**src/rtl/regfile_dump_reader_if.sv**
```systemverilog
// Bundle of the regfile read-port handshake and the {addr,data} beat stream.
// The master side is the dump reader; the slave side is the regfile/hazard unit plus consumer.
interface regfile_dump_reader_if #(
    parameter int DATA_WIDTH = 32,
    parameter int ADDR_WIDTH = 5
);
    logic                  port_req;
    logic                  port_gnt;
    logic [ADDR_WIDTH-1:0] ra;
    logic [DATA_WIDTH-1:0] rd;
    logic                  out_valid;
    logic                  out_ready;
    logic [ADDR_WIDTH-1:0] out_addr;
    logic [DATA_WIDTH-1:0] out_data;

    // A beat transfers on a rising edge where out_valid && out_ready; out_addr/out_data
    // stay stable while out_valid is high and out_ready is low.
    modport master (
        output port_req, ra, out_valid, out_addr, out_data,
        input  port_gnt, rd, out_ready
    );

    modport slave (
        input  port_req, ra, out_valid, out_addr, out_data,
        output port_gnt, rd, out_ready
    );
endinterface

```
**src/rtl/regfile_dump_reader.sv**
```systemverilog
// Walks regfile entries FIRST_REG..LAST_REG through a borrowed read port and
// streams each one as an {addr,data} beat; all outputs are registers or state decodes.
module regfile_dump_reader #(
    parameter int DATA_WIDTH = 32,
    parameter int ADDR_WIDTH = 5,
    parameter int FIRST_REG  = 0,
    parameter int LAST_REG   = 31
) (
    input  logic                  clk,
    input  logic                  rst,
    input  logic                  start_i,
    input  logic                  abort_i,
    regfile_dump_reader_if.master bus,
    output logic                  busy_o,
    output logic                  done_o,
    output logic [2:0]            state_o
);
    localparam logic [2:0] IDLE = 3'd0;
    localparam logic [2:0] REQ  = 3'd1;
    localparam logic [2:0] LOAD = 3'd2;
    localparam logic [2:0] SEND = 3'd3;
    localparam logic [2:0] DONE = 3'd4;

    localparam logic [ADDR_WIDTH-1:0] FIRST_IDX = ADDR_WIDTH'(FIRST_REG);
    localparam logic [ADDR_WIDTH-1:0] LAST_IDX  = ADDR_WIDTH'(LAST_REG);

    logic [2:0]            state_q, state_d;
    logic [ADDR_WIDTH-1:0] idx_q, idx_d;
    logic [ADDR_WIDTH-1:0] addr_q, addr_d;
    logic [DATA_WIDTH-1:0] data_q, data_d;

    always_comb begin
        state_d = state_q;
        idx_d   = idx_q;
        addr_d  = addr_q;
        data_d  = data_q;
        case (state_q)
            IDLE: begin
                if (start_i) begin
                    state_d = REQ;
                    idx_d   = FIRST_IDX;
                end
            end
            REQ: begin
                if (bus.port_gnt) state_d = LOAD;
            end
            LOAD: begin
                // rd is only meaningful while the hazard unit has muxed ra onto a1.
                if (bus.port_gnt) begin
                    data_d  = bus.rd;
                    addr_d  = idx_q;
                    state_d = SEND;
                end
            end
            SEND: begin
                if (bus.out_ready) begin
                    // Compare before incrementing so LAST_REG = 2^ADDR_WIDTH-1 never wraps.
                    if (idx_q == LAST_IDX) begin
                        state_d = DONE;
                    end else begin
                        idx_d   = idx_q + ADDR_WIDTH'(1);
                        state_d = LOAD;
                    end
                end
            end
            DONE:    state_d = IDLE;
            default: state_d = IDLE;
        endcase

        if (abort_i && (state_q != IDLE)) begin
            state_d = IDLE;
            idx_d   = FIRST_IDX;
        end
    end

    always_ff @(posedge clk) begin
        if (!rst) begin
            state_q <= IDLE;
            idx_q   <= '0;
            addr_q  <= '0;
            data_q  <= '0;
        end else begin
            state_q <= state_d;
            idx_q   <= idx_d;
            addr_q  <= addr_d;
            data_q  <= data_d;
        end
    end

    assign bus.port_req  = (state_q == REQ) || (state_q == LOAD) || (state_q == SEND);
    assign bus.out_valid = (state_q == SEND);
    assign bus.ra        = idx_q;
    assign bus.out_addr  = addr_q;
    assign bus.out_data  = data_q;
    assign busy_o        = (state_q != IDLE);
    assign done_o        = (state_q == DONE);
    assign state_o       = state_q;
endmodule

```
**src/flat_wrapper.sv**
```systemverilog
// flat-port wrapper written by rule: the top's interface ports become plain ports
module regfile_dump_reader_flat 
#(
    parameter int DATA_WIDTH = 32,
    parameter int ADDR_WIDTH = 5,
    parameter int FIRST_REG  = 0,
    parameter int LAST_REG   = 31
)
  (clk, rst, start_i, abort_i, busy_o, done_o, state_o, bus_port_req, bus_ra, bus_out_valid, bus_out_addr, bus_out_data, bus_port_gnt, bus_rd, bus_out_ready);
  regfile_dump_reader_if #(.DATA_WIDTH(DATA_WIDTH), .ADDR_WIDTH(ADDR_WIDTH)) bus_i ();
  input  logic clk;
  input  logic rst;
  input  logic start_i;
  input  logic abort_i;
  output logic busy_o;
  output logic done_o;
  output logic [2:0] state_o;
  output wire logic [$bits(bus_i.port_req)-1:0] bus_port_req;
  output wire logic [$bits(bus_i.ra)-1:0] bus_ra;
  output wire logic [$bits(bus_i.out_valid)-1:0] bus_out_valid;
  output wire logic [$bits(bus_i.out_addr)-1:0] bus_out_addr;
  output wire logic [$bits(bus_i.out_data)-1:0] bus_out_data;
  input wire logic [$bits(bus_i.port_gnt)-1:0] bus_port_gnt;
  input wire logic [$bits(bus_i.rd)-1:0] bus_rd;
  input wire logic [$bits(bus_i.out_ready)-1:0] bus_out_ready;
  assign bus_port_req = bus_i.port_req;
  assign bus_ra = bus_i.ra;
  assign bus_out_valid = bus_i.out_valid;
  assign bus_out_addr = bus_i.out_addr;
  assign bus_out_data = bus_i.out_data;
  assign bus_i.port_gnt = bus_port_gnt;
  assign bus_i.rd = bus_rd;
  assign bus_i.out_ready = bus_out_ready;
  regfile_dump_reader #(.DATA_WIDTH(DATA_WIDTH), .ADDR_WIDTH(ADDR_WIDTH), .FIRST_REG(FIRST_REG), .LAST_REG(LAST_REG)) u_core (.clk(clk), .rst(rst), .start_i(start_i), .abort_i(abort_i), .bus(bus_i), .busy_o(busy_o), .done_o(done_o), .state_o(state_o));
endmodule
```
**config.mk**
```make
export PLATFORM = sky130hd
export DESIGN_NAME = regfile_dump_reader_flat
export DESIGN_NICKNAME = d
export VERILOG_FILES = /design/src/rtl/regfile_dump_reader_if.sv /design/src/rtl/regfile_dump_reader.sv /design/src/flat_wrapper.sv
export SDC_FILE = /design/constraint.sdc
export NUM_CORES = 1
export LEC_CHECK = 0
export ABC_AREA = 0
export CAP_MARGIN = 20
export CORE_ASPECT_RATIO = 0.7
export CORE_UTILIZATION = 40
export CTS_BUF_LIST = sky130_fd_sc_hd__clkbuf_8
export CTS_CLUSTER_DIAMETER = 60
export CTS_CLUSTER_SIZE = 24
export DETAILED_ROUTE_END_ITERATION = 10
export PLACE_DENSITY_LB_ADDON = 0.25
export SLEW_MARGIN = 20
export SYNTH_ARGS = -nofsm -noshare
export SYNTH_HDL_FRONTEND = slang
export SYNTH_SLANG_ARGS = --single-unit
```
**constraint.sdc**
```tcl
create_clock -name clk -period 1.5 [get_ports clk]
set_input_delay 0.225 -clock clk [delete_from_list [all_inputs] [get_ports clk]]
set_output_delay 0.225 -clock clk [all_outputs]
set_load 0.01 [all_outputs]
```
==> results of run 1 <==
[repair_timing]
item,4_1_cts,5_1_grt
resized for setup,17,2
setup endpoints to repair,17,7
pin swaps,5,1
buffers inserted,2,0
[final cells by class]
cell class                 count  share of cell area (%)
multi-input combinational    158                   33.13
timing repair buffer         107                   32.17
sequential                    45                   28.24
tap                           69                   2.655
clock buffer                   6                   2.539
clock inverter                 2                   1.154
inverter                       1                  0.1154
[through the flow]
| step | setup slack, ps | hold slack (ps) | power, mW | TNS [ps] | area (µm²) |
|---|---|---|---|---|---|
| final | -28.11 | 463.1 | 2.527 | -40.47 | 3252 |
| after floorplan | 4.170 | 369.4 | 1.437 | 0 | 2120 |
| after global placement | -111.7 | 445.2 | 1.630 | -490.6 | 3114 |
| after detailed placement | -119.9 | 454.2 | 1.634 | -584.0 | 3114 |
| after CTS | -73.36 | 466.1 | 2.563 | -254.4 | 3249 |
| after global routing | -104.4 | 470.1 | 2.651 | -413.4 | 3252 |
[worst register-to-register path, stage by stage (launching register included)]
cell	delay [ps]
dfxtp_4	360
ha_4	150
and3_4	150
ha_4	150
nand4b_1	210
a21oi_4	240
mux2i_1	200
[sequential cells by signal (all words and copies together), names as in the netlist]
| register | cells |
|---|---|
| u_core.bus.ra | 5 |
| u_core.bus.out_addr | 5 |
| u_core.bus.out_data | 32 |
| u_core.state_o | 3 |
[metal layers]
metal,up-vias,wire length (µm)
met3,2,265
met5,-,0
li1,934,-
met4,0,27
met1,851,2121
met2,42,2340
[final timing paths]
path	end	slack, ps	from	cells past startpoint
setup reg to reg	u_core.bus.ra[4]	-30	u_core.bus.ra[0]	6
hold reg to reg	u_core.bus.out_data[30]	460	u_core.bus.out_data[30]	2
setup / recovery	u_core.bus.ra[4]	-30	u_core.bus.ra[0]	6
hold / removal	u_core.bus.out_data[30]	460	u_core.bus.out_data[30]	2
[logic make-up after synthesis]
family | after synthesis | share of synthesized area [%]
compound gates | 48 | 23.23
fa+ha+maj | 2 | 1.200
buf+inv | 17 | 6.782
flops | 45 | 43.22
mux | 5 | 2.461
simple gates | 103 | 23.11
[where the power goes]
group	internal, mW	switching, mW	total, mW
registers	1.21	0.0168	1.23
clock network	0.541	0.391	0.933
logic	0.221	0.144	0.365
total	1.98	0.552	2.53
[cells in the final DEF (no fill, tap or decap), types with 2 or more instances in the layout]
cell type | Yosys | routed
a21boi_0 | 7 | 6
a21boi_2 | 30 | 30
a21oi_1 | 3 | 3
a311oi_1 | 2 | 2
a31oi_1 | 2 | 2
buf_12 | 1 | 3
buf_4 | 2 | 18
clkbuf_8 | 0 | 6
clkdlybuf4s50_1 | 0 | 75
dfxtp_1 | 45 | 39
dfxtp_2 | 0 | 2
dfxtp_4 | 0 | 4
dlygate4sd2_1 | 0 | 10
ha_4 | 0 | 2
mux2i_1 | 4 | 4
nand2_1 | 71 | 71
nand2_2 | 7 | 7
nand2b_1 | 2 | 2
nand3_1 | 5 | 5
nand3b_1 | 2 | 2
nand4_1 | 3 | 3
nor2_1 | 2 | 2
==> impl_metrics.csv, run 1 <==
group,metric,value,unit
global_routing,use_met2,31.25,%
final_layout,fin_nets,358,
clock_network,clk_latency,290,ps
placement,place_congestion,0.7554,
drt,drc_errors,0,
setup_path,worstSetupStartpointType,"flop",
yosys,synth_seq_cells,45,
yosys,synth_area,0.002084,mm²
floorplan,start_util,42.65,%
yosys,synth_nets,260,
power,power-per-cell-area,777.0,mW/mm²
yosys,yosys-top-cells-area,"dfxtp_1 (43%), a21boi_2 (16%), nand2_1 (13%), buf_6 (3.8%), a21boi_0 (2.5%)",
floorplan,die-height,62.40,µm
floorplan,die_x,88.28,µm
timing,fmax,654.4,MHz
timing,tightest_slew,348.9,ps
setup_path,critPathKind,"reg2reg",
yosys,syn_avg_cell_area,9.475,µm²
drt,drtIter0Drc,73,
power,p_leak,1.165,nW
timing,relSlewSlack,76.74,%
yosys,ys_seq_area_share,43.22,%
placement,placed_cells,378,
setup_path,cp_slowest_cell,"dfxtp_4",
setup_path,endpoint_kind,"flop",
final_layout,fillers,410,
timing,finalHoldViolCount,0,
floorplan,die_area,0.005508,mm²
final_layout,drive_above_1_share,25.71,%
setup_path,crit_family,"flip-flops",
setup_path,cp_common_cell,"ha_4",
clock_network,clk_pin_slew,80,ps
global_routing,grt_pass1_wl,8045,µm
global_routing,grt_start_max_net_pins,46,
clock_network,cts.sinks,45,
global_routing,grt_antenna_before_repair,0,
yosys,synth_flop_cell,"dfxtp_1",
drt,wire_per_inst,12.25,µm
timing,finalSetupViolCount,2,
yosys,post-synth-top-area-cell,"dfxtp_1",
timing,final.period_utilization,101.9,%
placement,hpwlAfterDp,3401,µm
final_layout,final_cells,388,
clock_network,h-tree-depth,2,
setup_path,path_max_fanout,5,
yosys,ys_async_sr_fraction,0,%
yosys,ys_types,36,
final_layout,seq_area,918.4,µm²
setup_path,path_buf_inv,0,
timing,setup_ws,-28.11,ps
clock_network,clockRootBuffer,"clkbuf_8",
drt,totalWireLength,4754,µm
clock_network,holdBufCountCts,0,
final_layout,area.growth.synth_to_final,56.00,%
global_routing,grt.overflow.total,0,
final_layout,diodes,0,
timing,skew,8.887,ps
yosys,synth_most_common_cell,"nand2_1",
run_status,failed_checks,"setup timing",
drt,via_per_inst,4.714,
clock_network,cts_made_buffers,5,
setup_path,crit_arrival,1740,ps
timing,period_minus_slack,1528,ps
drt,first_pass_iters,4,
clock_network,cts_tree,"yes",
global_routing,grt_pass1_vias,1718,
power,peakVddDrop,0.5375,mV
global_routing,grt_use_total,18.82,%
drt,antenna_left,0,
floorplan,core,0.004887,mm²
setup_path,worstPathRequired,1710,ps
drt,num_vias,1829,
setup_path,crit_chain,"ha_4, and3_4, ha_4, nand4b_1, a21oi_4, mux2i_1",
clock_network,cts.path.max_buffers,2,
floorplan,rows,21,
setup_path,crit_path_max_incr_delay,360,ps
final_layout,final_util,66.54,%
run_status,status,"complete, but fails checks",
job,max_cap_viol_count,0,
yosys,synthCells,220,
floorplan,ios,87,
timing,report.final.slew_viol_count,0,
placement,io_buffers,86,
yosys,synth_edf_count,0,
hold_path,min_path_type,"reg2reg",
final_layout,multi_input_area,0.001077,mm²
timing,rsz0062_at_grt,"yes",
global_routing,grtUsageMet1,23.70,%
yosys,yosysWarningCount,0,
global_routing,grt_use_met3,5.945,%
global_routing,busiest_layer,"met2",
yosys,synthDominantCellAreaShare,43.22,%
yosys,ys_top_cells_by_count,"nand2_1 (71), dfxtp_1 (45), a21boi_2 (30)",
Power figures use the tool's default switching activity.
==> run 2: changes to the inputs <==
--- a/config.mk
+++ b/config.mk
@@ -8,11 +8,13 @@
 export ABC_AREA = 0
 export CAP_MARGIN = 20
 export CORE_ASPECT_RATIO = 0.7
-export CORE_UTILIZATION = 40
+export CORE_UTILIZATION = 59
 export CTS_BUF_LIST = sky130_fd_sc_hd__clkbuf_8
 export CTS_CLUSTER_DIAMETER = 60
 export CTS_CLUSTER_SIZE = 24
 export DETAILED_ROUTE_END_ITERATION = 10
+export DONT_BUFFER_PORTS = 1
+export GPL_TIMING_DRIVEN = 0
 export PLACE_DENSITY_LB_ADDON = 0.25
 export SLEW_MARGIN = 20
 export SYNTH_ARGS = -nofsm -noshare
==> run 2 against run 1 <==
Net effect: the run still ends with setup timing left; clock power is 2% lower; sequential share of layout area is 11 points higher; wire length is 8.4% lower; critical endpoint unchanged; largest power group unchanged.
==> impl_metrics.csv, run 2 (synthesized netlist as in run 1, its figures left out) <==
group,metric,value,unit
drt,highest_layer,"met4",
placement,io_buffers,0,
floorplan,die-height,51.73,µm
run_status,failed_checks,"setup timing",
power,p_sw_share,22.04,%
drt,via_per_inst,5.518,
final_layout,area.growth.synth_to_final,11.52,%
global_routing,grt_use_total,23.91,%
timing,finalSetupViolCount,5,
timing,hold_ws,71.02,ps
clock_network,cts.sinks,45,
timing,period_minus_slack,1637,ps
power,peakVddDrop,0.6899,mV
clock_network,cts_tree,"yes",
setup_path,critPathKind,"reg2reg",
power,p_int,1.842,mW
clock_network,clk_latency,290,ps
drt,num_vias,1534,
placement,place_congestion,0.8283,
power,p_leak,0.7641,nW
run_status,status,"complete, but fails checks",
power,p_comb_share,8.5,%
power,p_sw,0.5208,mW
setup_path,worstSetupStartpointType,"flop",
timing,relSlewSlack,75.04,%
setup_path,worstPathRequired,1710,ps
hold_path,min_path_type,"in2reg",
final_layout,final_common_cell,"nand2_1",
drt,met2WireLength,2139,µm
setup_path,crit_arrival,1850,ps
global_routing,grt_start_max_net_pins,14,
drt,first_pass_iters,4,
clock_network,h-tree-depth,2,
clock_network,clockRootBuffer,"clkbuf_8",
global_routing,grt_pass1_wl,6768,µm
final_layout,layout_common_cells,"nand2_1 (71), dfxtp_1 (40), a21boi_2 (30)",
floorplan,die_x,73.05,µm
global_routing,grt_pass1_vias,1472,
power,power-per-cell-area,1016,mW/mm²
drt,totalWireLength,4355,µm
floorplan,rows,17,
global_routing,grt_antenna_before_repair,0,
final_layout,drive_above_1_share,31.60,%
power,seqPwrFrac,52.8,%
global_routing,grt.overflow.total,0,
timing,finalHoldViolCount,0,
power,total_power,2.363,mW
timing,final.period_utilization,109.2,%
timing,report.final.slew_viol_count,0,
setup_path,endpoint_kind,"flop",
drt,wire_per_inst,15.67,µm
clock_network,cts_made_buffers,5,
clock_network,clk_pin_slew,80,ps
final_layout,largest_register_ffs,32,
job,max_cap_viol_count,0,
floorplan,start_util,64.05,%
drt,met1_length,1868,µm
drt,antenna_left,0,
timing,setup_ws,-137.5,ps
setup_path,path_max_fanout,5,
drt,drtIter0Drc,77,
final_layout,fin_nets,270,
power,power_frac_clock,38.8,%
timing,fmax,610.7,MHz
floorplan,core,0.003254,mm²
timing,skew,9.839,ps
drt,drc_errors,0,
placement,post-place-ws,-118.3,ps
placement,hpwlAfterDp,3311,µm
floorplan,ios,87,
final_layout,diodes,0,
timing,rsz0062_at_grt,"yes",
timing,tightest_slew,374.4,ps
clock_network,cts.path.max_buffers,2,
floorplan,die_area,0.003779,mm²
drt,met3_wirelength,317,µm
run 2: changes by cell type in the layout (fill, tap and decap cells not counted), sizes merged, moves of 5 or more:
| cell | before | now |
|---|---|---|
| clkbuf | 6 | 11 |
| clkdlybuf4s50 | 75 | 0 |
| buf | 21 | 14 |
| dlygate4sd2 | 10 | 0 |
run 2: metrics by stage:
step,setup TNS [ps],utilization [%],cell area [µm²],std cells
5_1_grt,-967.3,71.43,2325,278
3_5_place_dp,-499.3,66.94,2178,267
4_1_cts,-527.4,71.13,2315,277
3_3_place_gp,-288.1,66.94,2178,267
6_report,-544.1,71.43,2325,278
2_1_floorplan,0,-,2120,220
run 2: power groups by stage:
| stage | Sequential, mW | Combinational (mW) | Clock (mW) |
|---|---|---|---|
| after floorplan | 1.27 | 0.167 | 0 |
| after global placement | 1.27 | 0.189 | 0 |
| after detailed placement | 1.28 | 0.199 | 0 |
| after CTS | 1.25 | 0.200 | 0.935 |
| after global routing | 1.25 | 0.219 | 0.984 |
| final | 1.25 | 0.201 | 0.916 |
run 2: critical path, stage by stage, from the launching register on:
cell      delay (ps)
dfxtp_4          380
ha_4             160
and3_4           180
ha_4             160
nand4b_1         210
a21oi_4          240
mux2i_1          220
run 2: area by class of cell:
type,instances,area [µm²]
Inverter,1,3.754
Multi-Input combinational cell,158,1074
Sequential cell,45,912.1
Clock inverter,2,33.78
Clock buffer,6,82.58
Tap cell,47,58.81
Fill cell,253,929.6
Buffer,16,137.6
Timing Repair Buffer,3,22.52
run 2: per-layer routing:
metal | track usage, % | vias to the layer above
li1 | - | 760
met2 | 39.81 | 57
met1 | 29.93 | 713
met5 | 0 | -
met3 | 7.558 | 4
met4 | 6.536 | 0
run 2: what timing repair did:
| item | in CTS | in global routing |
|---|---|---|
| hold buffers | 0 | 0 |
| setup buffers | 2 | 1 |
| setup endpoints to repair | 7 | 8 |
| pin swaps | 1 | 1 |
| hold endpoints to repair | 0 | 0 |
| gates resized for setup | 3 | 2 |
run 2: path summary, 6_finish.rpt:
| path | slack [ps] | start | cells past startpoint | endpoint |
|---|---|---|---|---|
| worst max-delay path | -140 | u_core.bus.ra[1] | 6 | u_core.bus.ra[4] |
| worst min-delay path | 70 | bus_rd[15] | 2 | u_core.bus.out_data[15] |
| worst max register to register | -140 | u_core.bus.ra[1] | 6 | u_core.bus.ra[4] |
| worst min register to register | 510 | u_core.bus.out_data[0] | 2 | u_core.bus.out_data[0] |
